**src/rtl/spi_mode0_slave.sv**
```systemverilog
// spi_mode0_slave: SPI mode 0 (CPOL=0, CPHA=0) responder. It is full duplex and MSB first.
// SS, SCLK and MOSI are oversampled and edge-detected on CLK.
// Ports:
//   CLK, RST            system clock and synchronous active-high reset
//   SS, SCLK, MOSI      asynchronous SPI pins from the master (SS active low)
//   MISO, MISO_OE       registered serial output and its pad enable
//   TX_DIN / TX_ACK     next transmit byte; TX_ACK pulses after TX_DIN was captured
//   RX_DOUT / RX_VALID  last complete received byte; RX_VALID pulses when it updates
//   BUSY                frame active
//   FRAME_ERR           pulses when SS rises in the middle of a byte
module spi_mode0_slave #(
    parameter int unsigned DATA_W      = 8,
    parameter int unsigned SYNC_STAGES = 2
) (
    input  logic              CLK,
    input  logic              RST,
    input  logic              SS,
    input  logic              SCLK,
    input  logic              MOSI,
    output logic              MISO,
    output logic              MISO_OE,
    input  logic [DATA_W-1:0] TX_DIN,
    output logic              TX_ACK,
    output logic [DATA_W-1:0] RX_DOUT,
    output logic              RX_VALID,
    output logic              BUSY,
    output logic              FRAME_ERR
);

    localparam int unsigned CNT_W = $clog2(DATA_W + 1);

    localparam logic [1:0] ST_IDLE  = 2'd0;
    localparam logic [1:0] ST_LOAD  = 2'd1;
    localparam logic [1:0] ST_SHIFT = 2'd2;

    logic [SYNC_STAGES-1:0] ss_sync_q, ss_sync_d;
    logic [SYNC_STAGES-1:0] sclk_sync_q, sclk_sync_d;
    logic [SYNC_STAGES-1:0] mosi_sync_q, mosi_sync_d;
    logic                   ss_dly_q, ss_dly_d;
    logic                   sclk_dly_q, sclk_dly_d;
    logic [SYNC_STAGES:0]   fill_q, fill_d;
    logic                   armed_q, armed_d;
    logic [1:0]             state_q, state_d;
    logic [DATA_W-1:0]      tx_sr_q, tx_sr_d;
    logic [DATA_W-1:0]      rx_sr_q, rx_sr_d;
    logic [CNT_W-1:0]       bit_cnt_q, bit_cnt_d;
    logic                   byte_done_q, byte_done_d;
    logic [DATA_W-1:0]      rx_dout_q, rx_dout_d;
    logic                   tx_ack_q, tx_ack_d;
    logic                   rx_valid_q, rx_valid_d;
    logic                   frame_err_q, frame_err_d;
    logic                   miso_q, miso_d;
    logic                   miso_oe_q, miso_oe_d;
    logic                   busy_q, busy_d;

    logic              ss_s_c, sclk_s_c, mosi_s_c;
    logic              ss_fall_c, ss_rise_c, sck_rise_c, sck_fall_c;
    logic              byte_end_c;
    logic [DATA_W-1:0] rx_byte_c;

    // Synchronizer taps and edge detection against a one-cycle delayed copy
    always_comb begin
        ss_s_c      = ss_sync_q[SYNC_STAGES-1];
        sclk_s_c    = sclk_sync_q[SYNC_STAGES-1];
        mosi_s_c    = mosi_sync_q[SYNC_STAGES-1];
        ss_fall_c   = ss_dly_q & ~ss_s_c;
        ss_rise_c   = ~ss_dly_q & ss_s_c;
        sck_rise_c  = ~sclk_dly_q & sclk_s_c;
        sck_fall_c  = sclk_dly_q & ~sclk_s_c;
        rx_byte_c   = {rx_sr_q[DATA_W-2:0], mosi_s_c};
        byte_end_c  = (state_q == ST_SHIFT) && sck_rise_c
                      && (bit_cnt_q == CNT_W'(DATA_W - 1));
    end

    // Next-state and output logic
    always_comb begin
        ss_sync_d   = {ss_sync_q[SYNC_STAGES-2:0], SS};
        sclk_sync_d = {sclk_sync_q[SYNC_STAGES-2:0], SCLK};
        mosi_sync_d = {mosi_sync_q[SYNC_STAGES-2:0], MOSI};
        ss_dly_d    = ss_s_c;
        sclk_dly_d  = sclk_s_c;
        fill_d      = {fill_q[SYNC_STAGES-1:0], 1'b1};
        // Armed only once SS is genuinely seen high after the chain holds real samples,
        // so an SS already low at reset release cannot start a frame.
        armed_d     = armed_q | (fill_q[SYNC_STAGES] & ss_s_c & ss_dly_q);
        state_d     = state_q;
        tx_sr_d     = tx_sr_q;
        rx_sr_d     = rx_sr_q;
        bit_cnt_d   = bit_cnt_q;
        byte_done_d = byte_done_q;
        rx_dout_d   = rx_dout_q;
        tx_ack_d    = 1'b0;
        rx_valid_d  = 1'b0;
        frame_err_d = 1'b0;

        if (ss_rise_c) begin
            // SS release wins over any coincident SCLK edge, except a byte-completing rise
            state_d     = ST_IDLE;
            bit_cnt_d   = '0;
            byte_done_d = 1'b0;
            if (byte_end_c) begin
                rx_dout_d  = rx_byte_c;
                rx_valid_d = 1'b1;
            end else if (state_q == ST_SHIFT && bit_cnt_q != '0) begin
                frame_err_d = 1'b1;
            end
        end else begin
            case (state_q)
                ST_IDLE: begin
                    if (ss_fall_c && armed_q) state_d = ST_LOAD;
                end
                ST_LOAD: begin
                    tx_sr_d     = TX_DIN;
                    tx_ack_d    = 1'b1;
                    bit_cnt_d   = '0;
                    byte_done_d = 1'b0;
                    state_d     = ST_SHIFT;
                end
                ST_SHIFT: begin
                    if (sck_rise_c) begin
                        rx_sr_d = rx_byte_c;
                        if (byte_end_c) begin
                            rx_dout_d   = rx_byte_c;
                            rx_valid_d  = 1'b1;
                            bit_cnt_d   = '0;
                            byte_done_d = 1'b1;
                        end else begin
                            bit_cnt_d = bit_cnt_q + CNT_W'(1);
                        end
                    end else if (sck_fall_c) begin
                        // Falling edge after a full byte loads the next byte of the frame
                        if (byte_done_q) begin
                            tx_sr_d     = TX_DIN;
                            tx_ack_d    = 1'b1;
                            byte_done_d = 1'b0;
                        end else if (bit_cnt_q != '0) begin
                            tx_sr_d = {tx_sr_q[DATA_W-2:0], 1'b0};
                        end
                    end
                end
                default: state_d = ST_IDLE;
            endcase
        end

        miso_oe_d = (state_d == ST_SHIFT);
        busy_d    = (state_d != ST_IDLE);
        miso_d    = miso_oe_d & tx_sr_d[DATA_W-1];
    end

    // State register
    always_ff @(posedge CLK) begin
        if (RST) begin
            ss_sync_q   <= '1;
            sclk_sync_q <= '0;
            mosi_sync_q <= '0;
            ss_dly_q    <= 1'b1;
            sclk_dly_q  <= 1'b0;
            fill_q      <= '0;
            armed_q     <= 1'b0;
            state_q     <= ST_IDLE;
            tx_sr_q     <= '0;
            rx_sr_q     <= '0;
            bit_cnt_q   <= '0;
            byte_done_q <= 1'b0;
            rx_dout_q   <= '0;
            tx_ack_q    <= 1'b0;
            rx_valid_q  <= 1'b0;
            frame_err_q <= 1'b0;
            miso_q      <= 1'b0;
            miso_oe_q   <= 1'b0;
            busy_q      <= 1'b0;
        end else begin
            ss_sync_q   <= ss_sync_d;
            sclk_sync_q <= sclk_sync_d;
            mosi_sync_q <= mosi_sync_d;
            ss_dly_q    <= ss_dly_d;
            sclk_dly_q  <= sclk_dly_d;
            fill_q      <= fill_d;
            armed_q     <= armed_d;
            state_q     <= state_d;
            tx_sr_q     <= tx_sr_d;
            rx_sr_q     <= rx_sr_d;
            bit_cnt_q   <= bit_cnt_d;
            byte_done_q <= byte_done_d;
            rx_dout_q   <= rx_dout_d;
            tx_ack_q    <= tx_ack_d;
            rx_valid_q  <= rx_valid_d;
            frame_err_q <= frame_err_d;
            miso_q      <= miso_d;
            miso_oe_q   <= miso_oe_d;
            busy_q      <= busy_d;
        end
    end

    assign MISO      = miso_q;
    assign MISO_OE   = miso_oe_q;
    assign TX_ACK    = tx_ack_q;
    assign RX_DOUT   = rx_dout_q;
    assign RX_VALID  = rx_valid_q;
    assign BUSY      = busy_q;
    assign FRAME_ERR = frame_err_q;

endmodule

```
**config.mk**
```make
export PLATFORM = sky130hd
export DESIGN_NAME = spi_mode0_slave
export DESIGN_NICKNAME = d
export VERILOG_FILES = /design/src/rtl/spi_mode0_slave.sv
export SDC_FILE = /design/constraint.sdc
export NUM_CORES = 1
export LEC_CHECK = 0
export ABC_AREA = 1
export BUFFER_PORTS_ARGS = -buffer_cell sky130_fd_sc_hd__buf_2
export CAP_MARGIN = 20
export CORE_MARGIN = 2
export CORE_UTILIZATION = 56
export CTS_CLUSTER_SIZE = 24
export DETAILED_ROUTE_END_ITERATION = 10
export PLACE_DENSITY = 0.8
export SLEW_MARGIN = 20
export SYNTH_ARGS = -nofsm -noshare
export SYNTH_HDL_FRONTEND = slang
export SYNTH_SLANG_ARGS = --single-unit
export TNS_END_PERCENT = 100
```
**constraint.sdc**
```tcl
create_clock -name CLK -period 1.7 [get_ports CLK]
set_input_delay 0.085 -clock CLK [delete_from_list [all_inputs] [get_ports CLK]]
set_output_delay 0.085 -clock CLK [all_outputs]
set_load 0.05 [all_outputs]
```
==> summary.txt, run 1 <==
====================================================================================
Worst-case setup slack after placement ................................     0.110 ns
Capture point of the worst reg-to-reg path ............................ tx_sr_q[2]$_SDFFE_PP0P_
Dominant cell type by area after synthesis ............................ sky130_fd_sc_hd__dfxtp_1
Final cycle utilization of the critical path ..........................        91.0%
Clock root buffer ..................................................... sky130_fd_sc_hd__clkbuf_8
I/O pin cnt ...........................................................           27
Final-layout fill cell count ..........................................          335
Antenna Nets Post-Route ...............................................            0
Max VDD drop ..........................................................   0.000573 V
Rows ..................................................................           22
#FFs+latches synth ....................................................           48
Maximum net fanout on the critical path ...............................           12
Via count of the first global-routing pass ............................        1,711
Global-route total usage across every layer ...........................        21.7%
Inserted Clock Buffers ................................................            5
Area of the die .......................................................    4230 um^2
Number of distinct library cells after synthesis ......................           23
Worst EP required .....................................................      1.90 ns
Layout Area Growth over Synthesis .....................................        14.9%
Number of cells in the finished layout apart from fillers .............          369
Commonest register cell after synthesis ............................... sky130_fd_sc_hd__dfxtp_1
Port Buf Inserts ......................................................           26
Timing endpoint of the critical path .................................. tx_sr_q[2]$_SDFFE_PP0P_
Number of violations of the max-capacitance limit .....................            0
First-pass iteration count of the detailed router .....................            4
Top cell family by delay on the critical path ......................... simple AND/OR/NAND/NOR gates
Per-instance average area after synthesis .............................    7.30 um^2
CP Capture Type .......................................................     register
Measured slew at the worst slew-check pin .............................     0.348 ns
Result of the run ..................................................... finished clean
Die extent in y .......................................................      65.1 um
Power per standard cell area ..........................................  821 nW/um^2
Depth of the critical timing path with buffers and inverters included .            7
Cell types occupying the most area after synthesis .................... sky130_fd_sc_hd__dfxtp_1 (46%), sky130_fd_sc_hd__nor2_1 (12%), sky130_fd_sc_hd__nand2_1 (11%)
Die X .................................................................      65.1 um
Via density per instance ..............................................         4.80
Worst-case register-to-register setup slack ...........................      0.15 ns
Slowest cell on the critical path ..................................... sky130_fd_sc_hd__dfxtp_1
Setup total negative slack ............................................         0 ns
Total vias in the final route .........................................        1,771
Sequential element share of the synthesized area ......................        46.0%
DR iter-0 viols .......................................................           94
Initial core utilization ..............................................        57.5%
# DRC .................................................................            0
Top cell type's share of synthesized area .............................        46.0%
Number of cells on the worst reg-to-reg path ..........................            7
Final layout net count ................................................          341
Insertion delay to the later sink of the worst-skew pair ..............      0.30 ns
Kind of critical path .................................................      reg2reg
Design area ...........................................................    2400 um^2
Number of pins exceeding their max-slew limit in the final report .....            0
Core Region ...........................................................    3630 um^2
Wire length of the first global-routing pass ..........................      7080 um
Maximum cell stage delay along the critical path ......................      0.38 ns
Total wirelength of the detailed-routed design ........................      4000 um
Post-CTS Repair Setup Buffers .........................................            0
Critical Path Source .................................................. state_q[0]$_SDFF_PP0_
Post-route worst setup slack ..........................................     0.154 ns
Worst path arrival time ...............................................      1.75 ns
Final hold violation count ............................................            0
Synth Instances .......................................................          286
Unrepaired setup endpoints after global routing .......................        false
Layout Skew ...........................................................   0.00441 ns
Number of synthesized flops with an enable pin ........................            0
Post-layout min period ................................................      1.55 ns
Dominant cell by count in the synthesized netlist ..................... sky130_fd_sc_hd__nor2_1
Synthesized netlist net count .........................................          307
Final-report setup violation count ....................................            0
Clock tree from TritonCTS .............................................          yes
Post-DP HPWL ..........................................................      2850 um
Hold Path Origin ......................................................    TX_DIN[7]
Pin count of the biggest net entering global routing ..................           26
Hold_ws ...............................................................    0.0657 ns
Wirelength per Cell ...................................................      10.8 um
Critical path buffers and inverters ...................................            2
Cell area after placement .............................................    2270 um^2
RR Startpoint ......................................................... state_q[0]$_SDFF_PP0_
Synth warnings ........................................................            0
Leakage ...............................................................      1.16 nW
TritonCTS sink count ..................................................           48
Max Root-Sink Buffers .................................................            2
H-tree depth ..........................................................            2
Nature of the critical path startpoint ................................     register
Antenna violations before repair ......................................            0
Worst max-slew margin expressed relative to the limit .................        76.5%
Fraction of layout instances using a drive strength above 1 ...........        17.4%
Placer Congestion .....................................................        0.814
Synth async-reset ratio ...............................................           0%
Gr ovfl total .........................................................            0
Worst hold path type ..................................................       in2reg
Top cell types by occurrence after synthesis .......................... sky130_fd_sc_hd__nor2_1 (66), sky130_fd_sc_hd__nand2_1 (59), sky130_fd_sc_hd__dfxtp_1 (48), sky130_fd_sc_hd__inv_1 (30), sky130_fd_sc_hd__o21ai_0 (23)
Post-synth design cell area ...........................................    2090 um^2
Clock transition at the registers of the reported paths ...............      0.09 ns
Antenna diodes ........................................................            0
Achievable Freq .......................................................    0.647 GHz
Placed cell count .....................................................          358
Critical path cell sequence ........................................... inv_1 > ha_1 > inv_1 > nor2_4 > nand3_2 > nor2_1 > nor2_1
====================================================================================
## per-layer routing
metal | vias to the layer above | routed length [um] | global-route usage (%)
met4 | 0 | 76 | 9.11
met1 | 781 | 1930 | 25.7
met3 | 7 | 149 | 6.25
met5 | - | 0 | 0
li1 | 953 | - | -
met2 | 30 | 1840 | 36.7
## area by class of cell
cell class / count / area [um^2] / share of cell area [%]
sequential: 48 / 961 / 40.1
multi-input combinational: 196 / 946 / 39.4
timing repair buffer: 34 / 198 / 8.24
inverter: 35 / 136 / 5.69
clock buffer: 6 / 82.6 / 3.44
tap: 48 / 60.1 / 2.50
clock inverter: 2 / 15.0 / 0.626
## cells by family after synthesis
logic type / synth area share, %
AO/OA/AOI/OAI: 8.27
adder cells (fa/ha/maj): 4.79
buffers and inverters: 8.81
flip-flops: 46.0
AND/OR/NAND/NOR: 32.1
## worst register-to-register path, cell delays in order (launching register included)
cell                      delay (ns)
sky130_fd_sc_hd__dfxtp_1        0.38
sky130_fd_sc_hd__inv_1          0.08
sky130_fd_sc_hd__ha_1           0.31
sky130_fd_sc_hd__inv_1          0.08
sky130_fd_sc_hd__nor2_4         0.15
sky130_fd_sc_hd__nand3_2        0.21
sky130_fd_sc_hd__nor2_1         0.16
sky130_fd_sc_hd__nor2_1         0.05
## cells in the final DEF, fill, tap and decap left out
cell and n:
sky130_fd_sc_hd__dlygate4sd3_1 3, sky130_fd_sc_hd__nand4_1 4, sky130_fd_sc_hd__nand2_2 1, sky130_fd_sc_hd__nor2_4 2
sky130_fd_sc_hd__buf_2 26, sky130_fd_sc_hd__o21ai_0 23, sky130_fd_sc_hd__nor2_1 66, sky130_fd_sc_hd__nand2_8 1
sky130_fd_sc_hd__dfxtp_1 48, sky130_fd_sc_hd__ha_2 1, sky130_fd_sc_hd__or2_2 2, sky130_fd_sc_hd__nor2_2 3
sky130_fd_sc_hd__clkinvlp_4 2, sky130_fd_sc_hd__clkbuf_8 6, sky130_fd_sc_hd__nor3_4 1, sky130_fd_sc_hd__ha_1 7
sky130_fd_sc_hd__nand3_1 14, sky130_fd_sc_hd__a21oi_1 10, sky130_fd_sc_hd__inv_6 1, sky130_fd_sc_hd__nand3_2 1
sky130_fd_sc_hd__buf_4 5, sky130_fd_sc_hd__inv_2 4, sky130_fd_sc_hd__a21o_1 1, sky130_fd_sc_hd__inv_1 30
sky130_fd_sc_hd__nand2_1 59
## how the worst min path moves through the flow
stage / cells after the start / slack, ns / endpoint
after detailed placement: 2 / 0.28 / ss_sync_q[0]$_SDFF_PP1_
after CTS: 3 / 0.05 / MISO$_SDFF_PP0_
after global routing: 3 / 0.08 / MISO$_SDFF_PP0_
after floorplan: 1 / 0.19 / ss_sync_q[0]$_SDFF_PP1_
after global placement: 2 / 0.27 / ss_sync_q[0]$_SDFF_PP1_
final: 3 / 0.07 / MISO$_SDFF_PP0_
## per-stage QoR
| stage | utilization, % | total power [W] |
|---|---|---|
| floorplan | - | 0.00125 |
| global placement | 62.4 | 0.00127 |
| detailed placement | 62.4 | 0.00128 |
| CTS | 65.9 | 0.00199 |
| global route | 66.0 | 0.00206 |
| finish | 66.0 | 0.00197 |
## power breakdown
part,total [W],internal [W],switching [W]
combinational,0.000106,0.0000417,0.0000639
sequential,0.00115,0.00114,0.00000726
clock,0.000714,0.000329,0.000385
## sequential cells by signal, summed over array words and instances, names as in the netlist
signal / flops
rx_sr_q: 7
ss_dly_q: 1
RX_VALID: 1
fill_q: 3
byte_done_q: 1
BUSY: 1
armed_q: 1
RX_DOUT: 8
sclk_dly_q: 1
FRAME_ERR: 1
tx_sr_q: 8
state_q: 2
ss_sync_q: 2
sclk_sync_q: 2
MISO_OE: 1
MISO: 1
bit_cnt_q: 4
TX_ACK: 1
mosi_sync_q: 2
## what timing repair did
item | in CTS | in global routing
gates resized for setup | 0 | 1
hold buffers | 3 | 0
setup endpoints to repair | 0 | 7
hold endpoints to repair | 3 | 0
(Power assumes the default switching activity.)
==> run 2: changes to the inputs <==
Settings changed: ABC_AREA 1 to 0, CORE_UTILIZATION 56 to 55, PLACE_DENSITY 0.8 to 0.79.
==> run 2 against run 1 <==
Non-clock buffer count grew 2. Core utilization up 1.8 points. Critical endpoint is now tx_sr_q[1]$_SDFFE_PP0P_. Worst hold slack better by 0.026 ns. Area after synthesis shrank 10%. Sequential share of layout area is 2.9 points higher. Global-route usage down 2.0 points. Largest cell class unchanged. Maximum frequency shrank 7.6%. Routed wire length is 9.2% lower. Via count is 20% lower. Total power is 9.9% lower.
==> summary.txt, run 2 <==
================================================================================
Core Region .......................................................    3310 um^2   was 3630 um^2
Post-synth design cell area .......................................    1880 um^2   was 2090 um^2
Final cycle utilization of the critical path ......................        98.4%   was 91.0%
Post-layout min period ............................................      1.67 ns   was 1.55 ns
Worst hold path type ..............................................       in2reg   unchanged
Max VDD drop ......................................................   0.000591 V   was 0.000573 V
DR iter-0 viols ...................................................           65   was 94
Number of distinct library cells after synthesis ..................           36   was 23
Top cell types by occurrence after synthesis ...................... sky130_fd_sc_hd__dfxtp_1 (48), sky130_fd_sc_hd__nor2_1 (23), sky130_fd_sc_hd__mux2i_1 (17), sky130_fd_sc_hd__a21oi_1 (12), sky130_fd_sc_hd__nor2b_1 (9)   was sky130_fd_sc_hd__nor2_1 (66), sky130_fd_sc_hd__nand2_1 (59), sky130_fd_sc_hd__dfxtp_1 (48), sky130_fd_sc_hd__inv_1 (30), sky130_fd_sc_hd__o21ai_0 (23)
First-pass iteration count of the detailed router .................            4   unchanged
Sequential group share of total power .............................        64.8%   was 58.4%
I/O pin cnt .......................................................           27   unchanged
Combinational cell fraction of total power ........................         4.8%   was 5.4%
Clock root buffer ................................................. sky130_fd_sc_hd__clkbuf_4   was sky130_fd_sc_hd__clkbuf_8
Pin count of the biggest net entering global routing ..............           20   was 26
Fraction of power consumed by the clock network ...................        30.4%   was 36.3%
Kind of critical path .............................................      reg2reg   unchanged
Core Util, Final ..................................................        67.8%   was 66.0%
Worst max-slew margin expressed relative to the limit .............        76.6%   was 76.5%
Dominant cell by count in the synthesized netlist ................. sky130_fd_sc_hd__dfxtp_1   was sky130_fd_sc_hd__nor2_1
Top cell family by delay on the critical path ..................... simple AND/OR/NAND/NOR gates   unchanged
Number of synthesized flops with an enable pin ....................            0   unchanged
Synth async-reset ratio ...........................................           0%   unchanged
Total wirelength of the detailed-routed design ....................      3630 um   was 4000 um
Layout Area Growth over Synthesis .................................        19.4%   was 14.9%
Maximum cell stage delay along the critical path ..................      0.36 ns   was 0.38 ns
TritonCTS sink count ..............................................           48   unchanged
Critical path cell sequence ....................................... inv_1 > ha_2 > nand2b_4 > nor4b_4 > buf_4 > a22oi_1 > a211oi_2   was inv_1 > ha_1 > inv_1 > nor2_4 > nand3_2 > nor2_1 > nor2_1
Wire length of the first global-routing pass ......................      6090 um   was 7080 um
Final hold violation count ........................................            0   unchanged
H-tree depth ......................................................            2   unchanged
Most frequent cells in the layout ................................. sky130_fd_sc_hd__dfxtp_1 (45), sky130_fd_sc_hd__buf_2 (26), sky130_fd_sc_hd__nor2_1 (22), sky130_fd_sc_hd__mux2i_1 (17), sky130_fd_sc_hd__a21oi_1 (12)   was sky130_fd_sc_hd__nor2_1 (66), sky130_fd_sc_hd__nand2_1 (59), sky130_fd_sc_hd__dfxtp_1 (48), sky130_fd_sc_hd__inv_1 (30), sky130_fd_sc_hd__buf_2 (26)
Nature of the critical path startpoint ............................     register   unchanged
Post-DP HPWL ......................................................      2570 um   was 2850 um
Leakage ...........................................................     0.870 nW   was 1.16 nW
Clock tree from TritonCTS .........................................          yes   unchanged
Total vias in the final route .....................................        1,422   was 1,771
Achievable Freq ...................................................    0.598 GHz   was 0.647 GHz
Area of the die ...................................................    3900 um^2   was 4230 um^2
Final layout net count ............................................          243   was 341
Most common cell after layout, fill and taps aside ................ sky130_fd_sc_hd__dfxtp_1   was sky130_fd_sc_hd__nor2_1
Via count of the first global-routing pass ........................        1,397   was 1,711
Clock transition at the registers of the reported paths ...........      0.13 ns   was 0.09 ns
Number of violations of the max-capacitance limit .................            0   unchanged
Inserted Clock Buffers ............................................            5   unchanged
Worst EP required .................................................      1.98 ns   was 1.90 ns
# DRC .............................................................            0   unchanged
Worst path arrival time ...........................................      1.95 ns   was 1.75 ns
Gr ovfl total .....................................................            0   unchanged
Power per standard cell area ......................................  791 nW/um^2   was 821 nW/um^2
Critical path buffers and inverters ...............................            2   unchanged
Number of cells in the finished layout apart from fillers .........          268   was 369
Antenna diodes ....................................................            0   unchanged
Cell types occupying the most area after synthesis ................ sky130_fd_sc_hd__dfxtp_1 (51%), sky130_fd_sc_hd__mux2i_1 (9.1%), sky130_fd_sc_hd__ha_1 (5.3%)   was sky130_fd_sc_hd__dfxtp_1 (46%), sky130_fd_sc_hd__nor2_1 (12%), sky130_fd_sc_hd__nand2_1 (11%)
Fraction of layout instances using a drive strength above 1 .......        27.9%   was 17.4%
Top cell type's share of synthesized area .........................        51.1%   was 46.0%
Via density per instance ..........................................         5.31   was 4.80
Dominant cell type by area after synthesis ........................ sky130_fd_sc_hd__dfxtp_1   unchanged
Initial core utilization ..........................................        56.8%   was 57.5%
Maximum net fanout on the critical path ...........................            7   was 12
Synthesized netlist net count .....................................          208   was 307
Slowest cell on the critical path ................................. sky130_fd_sc_hd__dfxtp_2   was sky130_fd_sc_hd__dfxtp_1
Synth Instances ...................................................          187   was 286
Max Root-Sink Buffers .............................................            2   unchanged
Commonest register cell after synthesis ........................... sky130_fd_sc_hd__dfxtp_1   unchanged
Sequential element share of the synthesized area ..................        51.1%   was 46.0%
Insertion delay to the later sink of the worst-skew pair ..........      0.36 ns   was 0.30 ns
Placer Congestion .................................................        0.787   was 0.814
Die X .............................................................      62.5 um   was 65.1 um
Antenna Nets Post-Route ...........................................            0   unchanged
Per-instance average area after synthesis .........................    10.0 um^2   was 7.30 um^2
Final-report setup violation count ................................            0   unchanged
Wirelength per Cell ...............................................      13.6 um   was 10.8 um
Global-route total usage across every layer .......................        19.7%   was 21.7%
Measured slew at the worst slew-check pin .........................     0.347 ns   was 0.348 ns
Placed cell count .................................................          257   was 358
Port Buf Inserts ..................................................           26   unchanged
Synth warnings ....................................................            0   unchanged
Power Internal ....................................................    0.00138 W   was 0.00151 W
Layout Skew .......................................................   0.00594 ns   was 0.00441 ns
#FFs+latches synth ................................................           48   unchanged
Die extent in y ...................................................      62.5 um   was 65.1 um
Result of the run ................................................. finished clean   unchanged
Rows ..............................................................           21   was 22
CP Capture Type ...................................................     register   unchanged
Number of pins exceeding their max-slew limit in the final report .            0   unchanged
Switching power total .............................................   0.000399 W   was 0.000456 W
Antenna violations before repair ..................................            0   unchanged
Proportion of total power due to net switching ....................        22.5%   was 23.1%
================================================================================
run 2: kinds of logic (layout without fill, tap and decap cells):
| group | count (synthesis) | count (layout) | share of synthesized area (%) |
|---|---|---|---|
| AO/OA/AOI/OAI | 39 | 39 | 13.6 |
| adder cells (fa/ha/maj) | 8 | 8 | 5.33 |
| buffers and inverters | 15 | 50 | 3.26 |
| flip-flops | 48 | 48 | 51.1 |
| multiplexers | 17 | 17 | 9.05 |
| AND/OR/NAND/NOR | 60 | 60 | 17.6 |
run 2: cell type report:
class | count | area, um^2
Multi-Input combinational cell | 124 | 923
Tap cell | 46 | 57.6
Clock inverter | 1 | 8.76
Sequential cell | 48 | 965
Timing Repair Buffer | 36 | 213
Clock buffer | 6 | 51.3
Fill cell | 288 | 1070
Inverter | 7 | 26.3
run 2: what timing repair did:
| action | CTS | global route |
|---|---|---|
| pin swaps | 1 | 1 |
| hold endpoints to repair | 3 | 0 |
| setup buffers | 1 | 0 |
| resized for setup | 5 | 12 |
| setup endpoints to repair | 13 | 16 |
| hold buffers | 3 | 0 |
run 2: metrics by stage:
step | hold WS [ns] | area [um^2] | setup TNS [ns] | worst slack (ns) | power [W]
2_1_floorplan | 0.189 | 1880 | 0 | 0.165 | 0.00122
3_3_place_gp | 0.268 | 2080 | 0 | 0.0483 | 0.00125
3_5_place_dp | 0.272 | 2080 | -0.207 | -0.0476 | 0.00125
4_1_cts | 0.0745 | 2200 | 0 | 0.0158 | 0.00179
5_1_grt | 0.0915 | 2240 | -0.0766 | -0.0726 | 0.00184
6_report | 0.0921 | 2240 | 0 | 0.0266 | 0.00178
run 2: layer usage:
layer	global-route usage [%]	vias to the layer above	part of all wire, %
met2	34.0	25	50
li1	-	719	-
met3	6.31	6	3.2
met1	23.0	672	44
met5	0	-	0
met4	6.67	0	2.0
run 2: worst paths after layout:
path                                              start  slack (ns)  depth (start not counted)                      end
worst max-delay path              sclk_dly_q$_SDFF_PP0_        0.03                          7  tx_sr_q[1]$_SDFFE_PP0P_
worst min-delay path                                RST        0.09                          2  rx_sr_q[5]$_SDFFE_PP0P_
worst max register to register    sclk_dly_q$_SDFF_PP0_        0.03                          7  tx_sr_q[1]$_SDFFE_PP0P_
worst min register to register  ss_sync_q[0]$_SDFF_PP1_        0.44                          1  ss_sync_q[1]$_SDFF_PP1_
run 2: power by group through the flow:
stage               Combinational (W)  Sequential, W  Clock (W)
floorplan                   0.0000462        0.00118          0
global placement            0.0000711        0.00117          0
detailed placement          0.0000745        0.00118          0
CTS                         0.0000813        0.00115   0.000559
global route                0.0000938        0.00115   0.000598
finish                      0.0000849        0.00115   0.000540
==> run 3: changes to the inputs <==
Settings changed: CORE_ASPECT_RATIO set to 1.1.
==> run 3 against run 2 <==
Total power up 1.7%. Maximum frequency up 2.4%. Register-to-register slack better by 0.04 ns. Sequential power about the same. Clock-buffer cell count is the same. Final area rose by 1.1%. Clock power up 5.0%. Worst hold slack got worse by 0.0086 ns. Sequential cell count stayed put. Largest power group unchanged.
==> summary.txt, run 3 (same netlist as run 2, synthesis figures left out) <==
================================================================================
Worst path arrival time ...........................................      1.93 ns   was 1.95 ns
Length of routed met3 wiring ......................................       107 um   was 116 um
Die extent in y ...................................................      65.3 um   was 62.5 um
Rows ..............................................................           22   was 21
Number of violations of the max-capacitance limit .................            0   unchanged
Die X .............................................................      59.7 um   was 62.5 um
Number of pins exceeding their max-slew limit in the final report .            0   unchanged
Achievable Freq ...................................................    0.612 GHz   was 0.598 GHz
Final layout net count ............................................          249   was 243
Post-DP HPWL ......................................................      2560 um   was 2570 um
H-tree depth ......................................................            2   unchanged
Hold_ws ...........................................................    0.0834 ns   was 0.0921 ns
Global-route total usage across every layer .......................        20.9%   was 19.7%
Port Buf Inserts ..................................................           26   unchanged
Most common cell after layout, fill and taps aside ................ sky130_fd_sc_hd__dfxtp_1   unchanged
Total wirelength of the detailed-routed design ....................      3670 um   was 3630 um
Uppermost routed layer ............................................         met4   unchanged
Final hold violation count ........................................            0   unchanged
Measured slew at the worst slew-check pin .........................     0.432 ns   was 0.347 ns
Maximum net fanout on the critical path ...........................            7   unchanged
Final cycle utilization of the critical path ......................        96.1%   was 98.4%
Final-layout fill cell count ......................................          240   was 288
Initial core utilization ..........................................        56.9%   was 56.8%
Fraction of layout instances using a drive strength above 1 .......        28.4%   was 27.9%
Insertion delay to the later sink of the worst-skew pair ..........      0.37 ns   was 0.36 ns
Met2 wire length ..................................................      1840 um   was 1820 um
Leakage ...........................................................     0.881 nW   was 0.870 nW
Register area .....................................................     963 um^2   was 965 um^2
Wirelength per Cell ...............................................      13.8 um   was 13.6 um
Result of the run ................................................. finished clean   unchanged
Clock transition at the registers of the reported paths ...........      0.13 ns   about the same
DR iter-0 viols ...................................................           62   was 65
Worst EP required .................................................      2.00 ns   was 1.98 ns
Core Region .......................................................    3300 um^2   was 3310 um^2
Placed cell count .................................................          253   was 257
Placer Congestion .................................................        0.802   was 0.787
I/O pin cnt .......................................................           27   unchanged
Post-CTS Repair Setup Buffers .....................................            0   was 1
Post-route met1 wirelength ........................................      1580 um   was 1620 um
# DRC .............................................................            0   unchanged
Via count of the first global-routing pass ........................        1,375   was 1,397
Wire length of the first global-routing pass ......................      6010 um   was 6090 um
Power per standard cell area ......................................  795 nW/um^2   was 791 nW/um^2
Worst max-slew margin expressed relative to the limit .............        70.8%   was 76.6%
Inserted Clock Buffers ............................................            5   unchanged
Clock tree from TritonCTS .........................................          yes   unchanged
TritonCTS sink count ..............................................           48   unchanged
Area of the die ...................................................    3900 um^2   about the same
Via density per instance ..........................................         5.46   was 5.31
First-pass iteration count of the detailed router .................            4   unchanged
Clock root buffer ................................................. sky130_fd_sc_hd__clkbuf_4   unchanged
Antenna Nets Post-Route ...........................................            0   unchanged
Final-report setup violation count ................................            0   unchanged
Total area of multi-input combinational cells .....................     902 um^2   was 923 um^2
Max VDD drop ......................................................   0.000540 V   was 0.000591 V
Total power draw ..................................................    0.00181 W   was 0.00178 W
Antenna violations before repair ..................................            0   unchanged
Total vias in the final route .....................................        1,447   was 1,422
Nature of the critical path startpoint ............................     register   unchanged
Worst hold path type ..............................................       in2reg   unchanged
Max Root-Sink Buffers .............................................            2   unchanged
Layout Area Growth over Synthesis .................................        20.8%   was 19.4%
Pin count of the biggest net entering global routing ..............           37   was 20
Number of cells in the finished layout apart from fillers .........          265   was 268
Kind of critical path .............................................      reg2reg   unchanged
Antenna diodes ....................................................            0   unchanged
Gr ovfl total .....................................................            0   unchanged
Post-layout min period ............................................      1.63 ns   was 1.67 ns
CP Capture Type ...................................................     register   unchanged
Most frequent cells in the layout ................................. sky130_fd_sc_hd__dfxtp_1 (46), sky130_fd_sc_hd__buf_2 (26), sky130_fd_sc_hd__nor2_1 (22), sky130_fd_sc_hd__mux2i_1 (17), sky130_fd_sc_hd__a21oi_1 (12)   was sky130_fd_sc_hd__dfxtp_1 (45), sky130_fd_sc_hd__buf_2 (26), sky130_fd_sc_hd__nor2_1 (22), sky130_fd_sc_hd__mux2i_1 (17), sky130_fd_sc_hd__a21oi_1 (12)
Layout Skew .......................................................   0.00981 ns   was 0.00594 ns
================================================================================
[run 3: cell count changes in the layout (fill, tap and decap cells not counted), sizes merged]
cell,delta
buf,+5
dlygate4sd3,+1
inv,+1
[run 3: path summary, 6_finish.rpt]
kind,startpoint,end,slack [ns],depth (start not counted)
worst max-delay path,bit_cnt_q[0]$_SDFFE_PP0P_,tx_sr_q[3]$_SDFFE_PP0P_,0.07,8
worst min-delay path,TX_DIN[6],tx_sr_q[6]$_SDFFE_PP0P_,0.08,3
worst max register to register,bit_cnt_q[0]$_SDFFE_PP0P_,tx_sr_q[3]$_SDFFE_PP0P_,0.07,8
worst min register to register,ss_sync_q[0]$_SDFF_PP1_,ss_sync_q[1]$_SDFF_PP1_,0.44,1
[run 3: layout make-up]
| class | count | area share [%] |
|---|---|---|
| multi-input cells | 124 | 39.7 |
| repair buffers | 42 | 11.8 |
| inverters | 7 | 1.16 |
| clock buffers | 6 | 2.26 |
| well taps | 36 | 1.98 |
| clock inverters | 2 | 0.606 |
| flip-flops and latches | 48 | 42.4 |
[run 3: what timing repair did]
action                     CTS  global route
pin swaps                    4             2
hold buffers                 4             0
hold endpoints to repair     4             0
resized for setup            1            14
setup endpoints to repair    4            21
[run 3: power by group]
group | switching (W) | internal (W)
Sequential | 0.00000756 | 0.00114
Clock | 0.000362 | 0.000205
Combinational | 0.0000478 | 0.0000397
Total | 0.000418 | 0.00139
[run 3: metrics by stage]
step | utilization [%] | instance area (um^2) | setup TNS [ns] | setup slack, ns
5_1_grt | 68.7 | 2270 | -0.0224 | -0.0122
3_3_place_gp | 63.9 | 2110 | 0 | 0.0961
3_5_place_dp | 63.9 | 2110 | -0.0237 | -0.0237
6_report | 68.7 | 2270 | 0 | 0.0665
4_1_cts | 67.1 | 2220 | 0 | 0.00461
2_1_floorplan | - | 1880 | 0 | 0.165
[run 3: routing by layer]
metal  GRT usage (%)  vias to the layer above
met2            31.9                       31
met1            25.7                      670
li1                -                      732
met3            4.33                       14
met4            14.7                        0
met5               0                        -
[run 3: critical path: stages, from the launching register on]
cell and delay, ns:
sky130_fd_sc_hd__dfxtp_2 0.35, sky130_fd_sc_hd__inv_1 0.04, sky130_fd_sc_hd__ha_1 0.19, sky130_fd_sc_hd__nor3b_1 0.14, sky130_fd_sc_hd__buf_4 0.15, sky130_fd_sc_hd__nor4b_4 0.23
sky130_fd_sc_hd__buf_6 0.17, sky130_fd_sc_hd__a22oi_1 0.06, sky130_fd_sc_hd__a211oi_1 0.22
